===== src/rtl/q_serial.sv =====
// Process-noise covariance Q = ((dx0^2 + dx1^2)/2) * I for a 2-state filter,
// computed with a single shared squarer over two cycles.
module q_serial #(
  parameter int N    = 20,
  parameter int FRAC = 10
) (
  input  logic                clk,
  input  logic                rst_n,
  input  logic                start,
  input  logic signed [N-1:0] x00_now,
  input  logic signed [N-1:0] x01_now,
  input  logic signed [N-1:0] x00_prev,
  input  logic signed [N-1:0] x01_prev,
  output logic                done,
  output logic signed [N-1:0] Q11,
  output logic signed [N-1:0] Q12,
  output logic signed [N-1:0] Q21,
  output logic signed [N-1:0] Q22
);

  typedef enum logic [1:0] {
    IDLE = 2'd0,
    SQ0  = 2'd1,
    SQ1  = 2'd2
  } state_t;

  localparam int PW = 2 * N + 2;

  state_t                state_r, state_s;
  logic signed [N:0]     d0_r, d1_r;
  logic signed [PW-1:0]  acc_r;
  logic signed [N:0]     mul_op_s;
  logic signed [PW-1:0]  mul_ext_s;
  logic signed [PW-1:0]  mul_p_s;
  logic signed [PW-1:0]  sq_s;
  logic signed [PW-1:0]  sum_s;
  logic signed [PW-1:0]  half_s;
  logic signed [N:0]     dx0_s, dx1_s;

  // Clamp a wide signed value into the N-bit signed output range.
  function automatic logic signed [N-1:0] sat_n(input logic signed [PW-1:0] v);
    logic signed [PW-1:0] max_v;
    logic signed [PW-1:0] min_v;
    max_v = $signed({{(N+3){1'b0}}, {(N-1){1'b1}}});
    min_v = $signed({{(N+3){1'b1}}, {(N-1){1'b0}}});
    if (v > max_v) begin
      sat_n = max_v[N-1:0];
    end else if (v < min_v) begin
      sat_n = min_v[N-1:0];
    end else begin
      sat_n = v[N-1:0];
    end
  endfunction

  // Widened deltas: N+1 bits so the subtraction cannot overflow.
  always_comb begin
    dx0_s = $signed({x00_now[N-1], x00_now}) - $signed({x00_prev[N-1], x00_prev});
    dx1_s = $signed({x01_now[N-1], x01_now}) - $signed({x01_prev[N-1], x01_prev});
  end

  // Shared squarer: d0 in SQ0, d1 otherwise; then the SQ1 sum/halve path.
  always_comb begin
    mul_op_s  = d1_r;
    if (state_r == SQ0) begin
      mul_op_s = d0_r;
    end else begin
      mul_op_s = d1_r;
    end
    mul_ext_s = {{(N+1){mul_op_s[N]}}, mul_op_s};
    mul_p_s   = mul_ext_s * mul_ext_s;
    sq_s      = mul_p_s >>> FRAC;
    sum_s     = acc_r + sq_s;
    half_s    = sum_s >>> 1;
  end

  // Next-state logic; start is only honoured in IDLE.
  always_comb begin
    state_s = state_r;
    case (state_r)
      IDLE: begin
        if (start) begin
          state_s = SQ0;
        end else begin
          state_s = IDLE;
        end
      end
      SQ0:     state_s = SQ1;
      SQ1:     state_s = IDLE;
      default: state_s = IDLE;
    endcase
  end

  // State register.
  always_ff @(posedge clk or negedge rst_n) begin
    if (!rst_n) begin
      state_r <= IDLE;
    end else begin
      state_r <= state_s;
    end
  end

  // Operand capture, accumulator and registered outputs.
  always_ff @(posedge clk or negedge rst_n) begin
    if (!rst_n) begin
      d0_r  <= '0;
      d1_r  <= '0;
      acc_r <= '0;
      done  <= 1'b0;
      Q11   <= '0;
      Q12   <= '0;
      Q21   <= '0;
      Q22   <= '0;
    end else begin
      done <= 1'b0;
      Q12  <= '0;
      Q21  <= '0;
      case (state_r)
        IDLE: begin
          if (start) begin
            d0_r <= dx0_s;
            d1_r <= dx1_s;
          end
        end
        SQ0: begin
          acc_r <= sq_s;
        end
        SQ1: begin
          Q11  <= sat_n(half_s);
          Q22  <= sat_n(half_s);
          done <= 1'b1;
        end
        default: begin
          done <= 1'b0;
        end
      endcase
    end
  end

endmodule


===== config.mk =====
export PLATFORM = sky130hd
export DESIGN_NAME = q_serial
export DESIGN_NICKNAME = d
export VERILOG_FILES = /design/src/rtl/q_serial.sv
export SDC_FILE = /design/constraint.sdc
export NUM_CORES = 1
export LEC_CHECK = 0
export ABC_AREA = 1
export CAP_MARGIN = 10
export CORE_UTILIZATION = 58
export CTS_BUF_LIST = sky130_fd_sc_hd__clkbuf_4
export DETAILED_ROUTE_END_ITERATION = 16
export DONT_BUFFER_PORTS = 1
export PLACE_DENSITY = 0.72
export SLEW_MARGIN = 10
export SYNTH_ARGS = -nofsm -noshare
export SYNTH_HDL_FRONTEND = slang
export SYNTH_SLANG_ARGS = --single-unit

===== constraint.sdc =====
create_clock -name clk -period 27.5 [get_ports clk]
set_clock_uncertainty 0.1 [all_clocks]
set_input_delay 4.125 -clock clk [delete_from_list [all_inputs] [get_ports clk]]
set_output_delay 4.125 -clock clk [all_outputs]
set_load 0.03 [all_outputs]

* Word level (Yosys, flattened, before mapping)
Index checks and enable logic that the tools add are counted.
** Word-level totals
- Bits in registers :: 97
- Bits in latches :: 0
- Bits in writable memories :: 0
- ROM bits :: 0
- Input bits :: 83
- Output and inout bits :: 81
- Memories kept :: 0
** Operators by class
- $add $sub $neg :: 3
- Multipliers :: 1
- Div/mod/pow operators :: 0
- Magnitude comparators :: 2
- Equal/unequal tests :: 2
- Shift-type cells :: 0
- Muxes and demuxes :: 6
- Bitwise operators :: 0
- Reduce and logical (&&, ||, !) cells :: 2
** Operators by type and width (number)
- $mul A21 B21 Y42 :: 1
- $sub A20 B20 Y21 :: 2
- $mux W20 :: 2
- $add A32 B32 Y33 :: 1
- $gt A32 B20 Y1 const B :: 1
- $lt A32 B20 Y1 const B :: 1
- $mux W21 :: 1
- $pmux W2 S2 :: 1
- $eq A2 B1 Y1 const B :: 1
- $eq A2 B2 Y1 const B :: 1
- $logic_not A2 Y1 :: 1
- $mux W1 :: 2
- $reduce_and A2 Y1 :: 1

* Logic depth before layout (Yosys ltp)
Gate-level depths: netlist (run 1).
- Depth after elaboration :: 7
- Mapped depth :: 60

* Least setup slack after synthesis (run 1)
Ideal clock, no wire load.
- Kind :: flip-flop to flip-flop
- Start point :: register state_r[1]
- End point :: register Q22[9]
- Arrival time :: 9.207 ns
- Data required time :: 27.283 ns
- Slack :: 18.077 ns
- Stages on the path, launching flop included :: 45
- Clock period less this slack :: 9.423 ns
- Cells stage by stage :: dfrtp_1 > inv_2 > nand2_2 > buf_4 > o21ai_1 > inv_1 > clkbuf_1 > nor2_1 > inv_1 > fa_1 > inv_1 > fa_1 > inv_1 > fa_1 > fa_1 > inv_1 > fa_1 > inv_1 > (+9 left out) > nand2_1 > nand2_1 > and2_1 > ha_1 > nand2_1 > nor2_1 > inv_1 > o21a_1 > o211ai_1 > nand4_1 > o311ai_0 > xor2_1 > inv_1 > nand2_4 > buf_6 > nand2_1 > nand2_1 > nand2_1
** On the way
- Longest elaborated chain between the ends :: 7
- Elaborated cells between the ends (all ways) :: 9
- Classes of those cells :: 1 x add/sub; 1 x mul; 2 x order compare; 2 x eq/ne; 3 x mux
** RTL lines
- from (decl) :: line 29 : state_t state_r, state_s;
- from (signal assigned) :: line 98 : state_r <= state_s;
- $eq A2 B1 Y1 * :: line 64 : if (state_r == SQ0) begin
- $mux W21 * :: line 64
- $mul A21 B21 Y42 * :: line 70 : mul_p_s = mul_ext_s * mul_ext_s;
- named net mul_p_s[37] :: line 34 : logic signed [PW-1:0] mul_p_s;
- $add A32 B32 Y33 * :: line 72 : sum_s = acc_r + sq_s;
- $lt A32 B20 Y1 :: line 48 : end else if (v < min_v) begin
- $mux W20 :: line 48
- $mux W20 * :: line 46 : if (v > max_v) begin
- to (signal assigned) :: line 129 : Q22 <= sat_n(half_s);
- to (decl) :: line 18 : output logic signed [N-1:0] Q22
Mark *: on every way through the listed nets, which the timed path passes. The rest lies on a longest branch.
A chain may end at the register's enable or synchronous reset.

* Worst setup path in the final report (run 1)
- Start point :: register state_r[0]
- End point :: register Q22[4]
The elaborated chain is that of the path after synthesis.

==> load_flow_metrics.sql, run 1 <==
INSERT INTO impl_metrics (metric_group, metric, value, unit) VALUES
('hold_path', 'min_delay_worst_endpoint', 'd0_r[14]$_DFFE_PN0P_', ''),
('floorplanning', 'core_region_area', '38600', 'um2'),
('clocking', 'cts_hold_repair.buffers', '0', ''),
('synthesis', 'area_share_of_the_largest_cell_type_after_synthesis', '0.367', ''),
('timing', 'hold-worst-slack', '0.405', 'ns'),
('timing', 'finalMaxSlewViolations', '0', ''),
('timing', 'finalSetupViolations', '0', ''),
('critical_path', 'slowest_stage', 'clkinv_1', ''),
('floorplanning', 'design.portCount', '164', ''),
('synthesis', 'synth_edf_count', '0', ''),
('place', 'count_of_buffers_from_port_buffering', '0', ''),
('critical_path', 'critical_path.most_common_cell', 'fa_1', ''),
('layout', 'final_nets', '3453', ''),
('place', 'detailedPlacementHpwl', '46500', 'um'),
('timing', 'timing.setup.tns', '0', 'ns'),
('critical_path', 'critPathLaunchType', 'register', ''),
('routing', 'drt_pre_antenna_iters', '7', ''),
('layout', 'number_of_fill_cells', '3498', ''),
('layout', 'drive_gt1_frac', '0.0340', ''),
('grt', 'global_route_wire_length_before_repair', '91200', 'um'),
('routing', 'route.vias.total', '17400', ''),
('clocking', 'cts_tree', 'done', ''),
('critical_path', 'path_max_fanout', '71', ''),
('synthesis', 'synth_sequential_area_ratio', '0.107', ''),
('synthesis', 'synth_ff_type', 'dfrtp_1', ''),
('critical_path', 'critical_path.max_stage_delay', '0.94', 'ns'),
('timing', 'hold_violations', '0', ''),
('floorplanning', 'dieHeight', '200', 'um'),
('grt', 'number_of_antenna_violations_at_the_first_check_in_global_routing', '2', ''),
('synthesis', 'netlist_area', '22700', 'um2'),
('critical_path', 'crit_buf_inv', '8', ''),
('timing', 'minimum_period_implied_by_the_final_worst_setup_slack', '11.88', 'ns'),
('clocking', 'cts_num_sinks', '97', ''),
('grt', 'grt_remaining_overflow', '0', ''),
('critical_path', 'worst_flop_to_flop_path_endpoint', 'Q22[4]$_DFFE_PN0P_', ''),
('routing', 'wirelength', '55300', 'um'),
('synthesis', 'yosys.area.top_type', 'fa_1', ''),
('grt', 'grt_max_degree', '98', ''),
('synthesis', 'syn-mean-instance-area', '8.09', 'um2'),
('routing', 'post_drt_via_cell_ratio', '5.31', ''),
('timing', 'postLayoutSetupSlackWorst', '15.62', 'ns'),
('critical_path', 'critPathCaptureType', 'register', ''),
('timing', 'slew_headroom', '0.238', ''),
('place', 'place.gp.congestion', '0.913', ''),
('clocking', 'post_cts_resize_count', '0', ''),
('clocking', 'insertion_delay', '0.50', 'ns'),
('clocking', 'cts_buffer_depth', '2', ''),
('timing', 'rsz_0062_raised_after_global_routing', 'no', ''),
('floorplanning', 'floorplan.rows', '72', ''),
('floorplanning', 'floorplan.initialDensity', '0.587', ''),
('routing', 'total_drc_errors_in_the_routed_layout', '0', ''),
('hold_path', 'hold_path.startpoint', 'd0_r[14]$_DFFE_PN0P_', ''),
('routing', 'drt.antenna.violating_nets', '0', ''),
('clocking', 'htree_num_levels', '3', ''),
('run_status', 'outcome', 'completed', ''),
('floorplanning', 'die_w', '200', 'um'),
('synthesis', 'synth-seq-cells', '97', ''),
('synthesis', 'synthArstFlopShare', '1.00', ''),
('critical_path', 'crit_required', '27.79', 'ns'),
('place', 'pre_cts_slack', '15.76', 'ns'),
('clocking', 'numCtsBuffers', '9', ''),
('critical_path', 'r2r_setup_slk', '15.62', 'ns'),
('critical_path', 'worst_path_top_cell_family_by_delay', 'adder cells', ''),
('timing', 'actual_slew_at_the_worst_max_slew_pin', '1.14', 'ns'),
('critical_path', 'worstSetupPathType', 'reg -> reg', ''),
('synthesis', 'synth_area_leaders', 'fa_1 (37%), inv_1 (11%), dfrtp_1 (11%)', ''),
('floorplanning', 'floorplan.die_area', '39900', 'um2'),
('routing', 'route.detailed.wl_per_inst', '16.9', 'um'),
('timing', 'fmaxAchievable', '84.2', 'MHz'),
('hold_path', 'hold_path_depth', '2', ''),
('synthesis', 'ys.warnings.count', '0', '');
## flip-flops by register name (all words and copies together), names as in the netlist
signal,count
Q22,20
acc_r,32
d0_r,21
d1_r,21
done,1
state_r,2
## per-stage QoR
step | std cells | util
2_1_floorplan | 2841 | -
3_3_place_gp | 3266 | 0.593
3_5_place_dp | 3267 | 0.593
4_1_cts | 3282 | 0.597
5_1_grt | 3283 | 0.597
6_report | 3283 | 0.597
## layout make-up
type / count / area [um2] / area share
antenna: 1 / 2.50 / 0.000108
clock buffer: 9 / 67.6 / 0.00293
clock inverter: 6 / 67.6 / 0.00293
inverter: 692 / 2600 / 0.113
multi-input combinational: 1941 / 17100 / 0.742
sequential: 97 / 2430 / 0.105
tap: 518 / 648 / 0.0281
timing repair buffer: 19 / 143 / 0.00618
## routing by layer
layer  GRT usage  vias up  part of all wire
li1            -     8153                 -
met1       0.365     8644              0.40
met2       0.515      490              0.49
met3      0.0495      148             0.058
met4       0.120        4             0.043
met5      0.0136        -           0.00061
## synth_stat cells, drive strengths merged (4+ instances only)
cell type and count:
nand3b 4, inv 686, dfrtp 97, a211oi 5, buf 72, nand3 57
ha 194, nand2 561, clkinv 6, and2 5, fa 416, a21oi 121
a21o 4, nor3 12, xnor2 40, nand4 11, o21ai 119, clkbuf 39
nor2 240, a31oi 9, xor2 66, o21a 11
## how the worst max path moves through the flow
stage / from / to / slack [ns]
after CTS: state_r[0]$_DFF_PN0_ / Q22[4]$_DFFE_PN0P_ / 15.73
final: state_r[0]$_DFF_PN0_ / Q22[4]$_DFFE_PN0P_ / 15.62
after detailed placement: state_r[0]$_DFF_PN0_ / Q22[18]$_DFFE_PN0P_ / 15.76
after floorplan: state_r[1]$_DFF_PN0_ / Q22[9]$_DFFE_PN0P_ / 18.08
after global placement: state_r[0]$_DFF_PN0_ / Q22[5]$_DFFE_PN0P_ / 15.62
after global routing: state_r[0]$_DFF_PN0_ / Q22[2]$_DFFE_PN0P_ / 14.66
## cell families after synthesis
kind of cell    count (synthesis)  share of synthesized area
fa+ha+maj                     610                      0.474
flops                          97                      0.107
xor+xnor                      106                     0.0409
other cells                     1                   0.000165
simple gates                  896                      0.163
buf+inv                       803                      0.145
compound gates                289                     0.0696
## worst register-to-register path, delay by kind of cell, from the launching register on
family / cells / cell delay (ns)
simple gates: 16 / 2.35
buf+inv: 8 / 2.10
xor+xnor: 1 / 0.19
compound gates: 7 / 1.72
flops: 1 / 0.48
fa+ha+maj: 9 / 4.89
Power of run 1 is left out: the tool's default activity adds up to more than one toggle a clock period on the data nets, which glitch-free logic cannot reach.
==> inputs of run 2 (changes only) <==
Settings changed: PLACE_DENSITY 0.72 to 0.74.
Clock period 27.5 ns to 10.2 ns, I/O delays scaled along.
==> load_flow_metrics.sql, run 2 (synthesized netlist as in run 1, its figures left out) <==
INSERT INTO impl_metrics (metric_group, metric, value, unit) VALUES
('critical_path', 'critical_path.max_stage_delay', '0.52', 'ns'),
('place', 'place.gp.congestion', '0.956', ''),
('clocking', 'clkTransAtPathRegs', '0.16', 'ns'),
('layout', 'largest_reg_flops', '32', ''),
('timing', 'actual_slew_at_the_worst_max_slew_pin', '0.965', 'ns'),
('layout', 'syn_to_layout_area_delta', '5.10', '%'),
('routing', 'route.vias.total', '17600', ''),
('timing', 'period_share', '0.955', ''),
('hold_path', 'hp-class', 'reg -> reg', ''),
('grt', 'grt_max_degree', '98', ''),
('floorplanning', 'dieHeight', '200', 'um'),
('grt', 'grt_use_total', '0.300', ''),
('timing', 'slew_headroom', '0.353', ''),
('grt', 'number_of_antenna_violations_at_the_first_check_in_global_routing', '0', ''),
('layout', 'layout.cells.most_common', 'inv_1', ''),
('timing', 'finalSetupViolations', '0', ''),
('routing', 'drt_iter0_drc', '1054', ''),
('floorplanning', 'floorplan.initialDensity', '0.587', ''),
('place', 'placed_cells_incl_taps', '3303', ''),
('clocking', 'cts_root_buf', 'clkbuf_4', ''),
('clocking', 'insertion_delay', '0.51', 'ns'),
('layout', 'drive_gt1_frac', '0.0797', ''),
('clocking', 'cts_num_sinks', '97', ''),
('critical_path', 'worstSetupPathType', 'reg -> reg', ''),
('layout', 'layout.cells.most_common_list', 'inv_1 (672), nand2_1 (523), fa_1 (413)', ''),
('grt', 'global_route_wire_length_before_repair', '91800', 'um'),
('layout', 'layoutNonFillerInstCount', '3340', ''),
('routing', 'drt_pre_antenna_iters', '5', ''),
('routing', 'post_drt_via_cell_ratio', '5.28', ''),
('layout', 'final_nets', '3510', ''),
('timing', 'fmaxAchievable', '103', 'MHz'),
('layout', 'antenna_cells_inserted', '0', ''),
('floorplanning', 'die_w', '200', 'um'),
('timing', 'hold-worst-slack', '0.407', 'ns'),
('floorplanning', 'design.portCount', '164', ''),
('timing', 'minimum_period_implied_by_the_final_worst_setup_slack', '9.74', 'ns'),
('floorplanning', 'floorplan.rows', '72', ''),
('clocking', 'htree_num_levels', '3', ''),
('layout', 'number_of_fill_cells', '3443', ''),
('layout', 'largestRegisters', 'acc_r (32), d0_r (21), d1_r (21)', ''),
('place', 'detailedPlacementHpwl', '48400', 'um'),
('critical_path', 'worst_path_top_cell_family_by_delay', 'adder cells', ''),
('clocking', 'cts_tree', 'done', ''),
('layout', 'postLayoutCoreUtil', '0.617', ''),
('critical_path', 'critPathLaunchType', 'register', ''),
('place', 'count_of_buffers_from_port_buffering', '0', ''),
('clocking', 'numCtsBuffers', '9', ''),
('floorplanning', 'floorplan.die_area', '39900', 'um2'),
('layout', 'top_reg_by_flops', 'acc_r', ''),
('critical_path', 'critPathArrivalTime', '10.04', 'ns'),
('routing', 'route.detailed.wl_per_inst', '17.0', 'um'),
('timing', 'finalMaxSlewViolations', '0', ''),
('routing', 'drt.antenna.violating_nets', '0', ''),
('floorplanning', 'core_region_area', '38600', 'um2'),
('timing', 'hold_violations', '0', ''),
('routing', 'wirelength', '56900', 'um'),
('place', 'pre_cts_slack', '-0.00107', 'ns'),
('routing', 'total_drc_errors_in_the_routed_layout', '0', ''),
('critical_path', 'crit_required', '10.50', 'ns'),
('critical_path', 'slowest_stage', 'fa_1', ''),
('grt', 'first_global_vias', '18500', ''),
('run_status', 'outcome', 'completed', ''),
('critical_path', 'critPathCaptureType', 'register', ''),
('clocking', 'cts_buffer_depth', '2', ''),
('flow_run', 'cap_violations', '0', ''),
('critical_path', 'path_max_fanout', '20', ''),
('critical_path', 'crit_buf_inv', '12', ''),
('timing', 'postLayoutSetupSlackWorst', '0.464', 'ns'),
('grt', 'grt_remaining_overflow', '0', '');
[run 2: worst paths after layout]
path                                 startpoint                     to  slack (ns)  depth (start not counted)
max in group asynchronous                 rst_n   d1_r[14]$_DFFE_PN0P_        9.26                          0
min in group asynchronous                 rst_n  acc_r[25]$_DFFE_PN0P_        0.60                          0
min reg2reg                d0_r[19]$_DFFE_PN0P_   d0_r[19]$_DFFE_PN0P_        0.41                          2
max                        state_r[1]$_DFF_PN0_    Q22[15]$_DFFE_PN0P_        0.46                         43
max reg2reg                state_r[1]$_DFF_PN0_    Q22[15]$_DFFE_PN0P_        0.46                         43
min                        d0_r[19]$_DFFE_PN0P_   d0_r[19]$_DFFE_PN0P_        0.41                          2
[run 2: worst min-delay path: cells and delay by family, from the launching register on]
kind,cells,cell delay (ns)
flip-flops,1,0.37
AND/OR/NAND/NOR,1,0.05
AO/OA/AOI/OAI,1,0.06
[run 2: per-stage QoR]
step	setup TNS, ns	area, um2
4_1_cts	0	23300
6_report	0	23800
2_1_floorplan	0	22800
3_3_place_gp	0	23200
3_5_place_dp	-0.00107	23200
5_1_grt	-0.925	23800
[run 2: timing repair]
action / in CTS / in global routing
pin swaps: 0 / 9
gates resized for setup: 1 / 98
setup buffers: 0 / 18
setup endpoints to repair: 19 / 20
hold buffers: 0 / 0
cloned: 0 / 3
[run 2: area by class of cell]
cell class	count	area, um2	area share
flip-flops and latches	97	2430	0.102
repair buffers	74	601	0.0252
inverters	692	2620	0.110
clock buffers	9	67.6	0.00284
clock inverters	7	52.6	0.00221
multi-input cells	1943	17400	0.731
well taps	518	648	0.0272
[run 2: per-layer routing]
metal / global-route usage / vias to the layer above / wire [um]
met2: 0.521 / 547 / 28600
li1: - / 8264 / -
met3: 0.0515 / 124 / 3580
met1: 0.377 / 8694 / 22800
met4: 0.103 / 0 / 1950
met5: 0 / - / 0
Power of run 2 is left out for the same reason.
==> inputs of run 3 (changes only) <==
--- a/config.mk
+++ b/config.mk
@@ -10,3 +10,3 @@
 export CORE_UTILIZATION = 58
-export CTS_BUF_LIST = sky130_fd_sc_hd__clkbuf_4
+export CTS_BUF_LIST = sky130_fd_sc_hd__clkbuf_4 sky130_fd_sc_hd__clkbuf_8 sky130_fd_sc_hd__clkbuf_16
 export DETAILED_ROUTE_END_ITERATION = 16
==> constraint.sdc (replaced) <==
create_clock -name clk -period 10.2 [get_ports clk]
set_clock_uncertainty 0.1 [all_clocks]
set_input_delay 0.51 -clock clk [delete_from_list [all_inputs] [get_ports clk]]
set_output_delay 0.51 -clock clk [all_outputs]
set_load 0.03 [all_outputs]
==> load_flow_metrics.sql, run 3 (synthesized netlist as in run 1, its figures left out) <==
INSERT INTO impl_metrics (metric_group, metric, value, unit) VALUES
('run_status', 'outcome', 'finished with violations', ''),
('run_status', 'violations_in_the_final_reports', 'hold timing', ''),
('timing', 'finalMaxSlewViolations', '0', ''),
('timing', 'fmaxAchievable', '103', 'MHz'),
('clocking', 'cts_tree', 'done', ''),
('critical_path', 'critPathArrivalTime', '9.83', 'ns'),
('clocking', 'cts_root_buf', 'clkbuf_16', ''),
('layout', 'layout.cells.most_common', 'inv_1', ''),
('clocking', 'htree_num_levels', '3', ''),
('timing', 'hold_violations', '40', ''),
('clocking', 'cts_num_sinks', '97', ''),
('layout', 'final_nets', '3508', ''),
('layout', 'drive_gt1_frac', '0.0777', ''),
('clocking', 'cts_buffer_depth', '2', ''),
('grt', 'grt_remaining_overflow', '0', ''),
('flow_run', 'cap_violations', '0', ''),
('clocking', 'clkTransAtPathRegs', '0.07', 'ns'),
('critical_path', 'crit_required', '10.35', 'ns'),
('layout', 'largestRegisters', 'acc_r (32), d0_r (21), d1_r (21)', ''),
('timing', 'actual_slew_at_the_worst_max_slew_pin', '0.969', 'ns'),
('grt', 'global_route_wire_length_before_repair', '92100', 'um'),
('routing', 'route.vias.total', '17700', ''),
('clocking', 'insertion_delay', '0.36', 'ns'),
('timing', 'minimum_period_implied_by_the_final_worst_setup_slack', '9.68', 'ns'),
('place', 'place.gp.congestion', '0.956', ''),
('routing', 'drt_pre_antenna_iters', '7', ''),
('grt', 'number_of_antenna_violations_at_the_first_check_in_global_routing', '0', ''),
('critical_path', 'critPathCaptureType', 'register', ''),
('grt', 'grt_use_total', '0.301', ''),
('timing', 'finalSetupViolations', '0', ''),
('floorplanning', 'dieHeight', '200', 'um'),
('critical_path', 'path_max_fanout', '19', ''),
('timing', 'hold-worst-slack', '-0.0246', 'ns'),
('grt', 'first_global_vias', '18500', ''),
('hold_path', 'hp-class', 'in -> async', ''),
('routing', 'post_drt_via_cell_ratio', '5.29', ''),
('clocking', 'numCtsBuffers', '9', ''),
('floorplanning', 'floorplan.die_area', '39900', 'um2'),
('critical_path', 'slowest_stage', 'fa_2', ''),
('routing', 'drt.antenna.violating_nets', '0', ''),
('timing', 'period_share', '0.949', ''),
('timing', 'slew_headroom', '0.350', ''),
('floorplanning', 'floorplan.initialDensity', '0.587', ''),
('layout', 'top_reg_by_flops', 'acc_r', ''),
('critical_path', 'critical_path.max_stage_delay', '0.67', 'ns'),
('floorplanning', 'design.portCount', '164', ''),
('routing', 'drt_iter0_drc', '1077', ''),
('routing', 'route.detailed.wl_per_inst', '17.2', 'um'),
('floorplanning', 'core_region_area', '38600', 'um2'),
('critical_path', 'rr_worst_depth', '45', ''),
('routing', 'total_drc_errors_in_the_routed_layout', '0', ''),
('layout', 'number_of_fill_cells', '3413', ''),
('critical_path', 'worstSetupPathType', 'reg -> reg', ''),
('place', 'detailedPlacementHpwl', '48400', 'um'),
('floorplanning', 'die_w', '200', 'um'),
('layout', 'syn_to_layout_area_delta', '5.72', '%'),
('critical_path', 'critPathLaunchType', 'register', ''),
('grt', 'grt_max_degree', '98', ''),
('place', 'count_of_buffers_from_port_buffering', '0', ''),
('critical_path', 'critical_path.most_common_cell', 'nand2_1', ''),
('layout', 'largest_reg_flops', '32', ''),
('layout', 'layout.cells.most_common_list', 'inv_1 (673), nand2_1 (523), fa_1 (413)', ''),
('floorplanning', 'floorplan.rows', '72', ''),
('layout', 'postLayoutCoreUtil', '0.620', ''),
('routing', 'wirelength', '57300', 'um'),
('layout', 'antenna_cells_inserted', '0', '');
## run 3: final timing paths
path                                       from                    end  slack [ns]
setup / recovery           state_r[1]$_DFF_PN0_     Q22[1]$_DFFE_PN0P_        0.52
hold / removal                            rst_n  acc_r[20]$_DFFE_PN0P_       -0.02
setup reg to reg           state_r[1]$_DFF_PN0_     Q22[1]$_DFFE_PN0P_        0.52
hold reg to reg            acc_r[8]$_DFFE_PN0P_   acc_r[8]$_DFFE_PN0P_        0.39
max in group asynchronous                 rst_n   state_r[0]$_DFF_PN0_        9.62
min in group clk                    x00_prev[0]    d0_r[0]$_DFFE_PN0P_        0.28
## run 3: stage by stage
step / TNS, ns / cells / worst slack [ns] / hold slack (ns) / instance area, um2
2_1_floorplan: 0 / 2841 / 0.777 / 0.114 / 22800
3_3_place_gp: 0 / 3303 / 0.0957 / 0.116 / 23200
3_5_place_dp: -0.00107 / 3303 / -0.00107 / 0.116 / 23200
4_1_cts: 0 / 3320 / 0.0897 / 0.00361 / 23500
5_1_grt: -0.662 / 3338 / -0.0486 / 0.0160 / 24000
6_report: 0 / 3338 / 0.516 / -0.0246 / 24000
## run 3: layer usage
layer	part of all wire	track usage
met1	0.40	0.378
met2	0.50	0.524
met3	0.063	0.0520
met4	0.036	0.101
met5	0	0
## run 3: critical path, delay by kind of cell, from the launching register on
kind	cells	cell delay, ns
buffers and inverters	10	1.08
and+or+nand+nor	19	2.07
adders and majority gates	9	4.48
DFF	1	0.40
xor gates and xnor gates	1	0.21
AOI/OAI and AO/OA	6	1.22
## run 3: cell type report
cell class                      count  area [um2]  area share
Timing Repair Buffer               71         582      0.0243
Tap cell                          518         648      0.0270
Multi-Input combinational cell   1944       17400       0.726
Clock buffer                        9         225     0.00940
Sequential cell                    97        2430       0.101
Inverter                          692        2620       0.109
Clock inverter                      7        52.6     0.00219
## run 3: timing repair
| item | 4_1_cts | 5_1_grt |
|---|---|---|
| hold buffers | 1 | 0 |
| cloned | 0 | 4 |
| buffers inserted | 0 | 14 |
| endpoints found under the hold margin | 97 | 0 |
| setup endpoints to repair | 10 | 20 |
| resized for setup | 1 | 93 |
| pin swaps | 0 | 7 |
Power of run 3 is left out for the same reason.
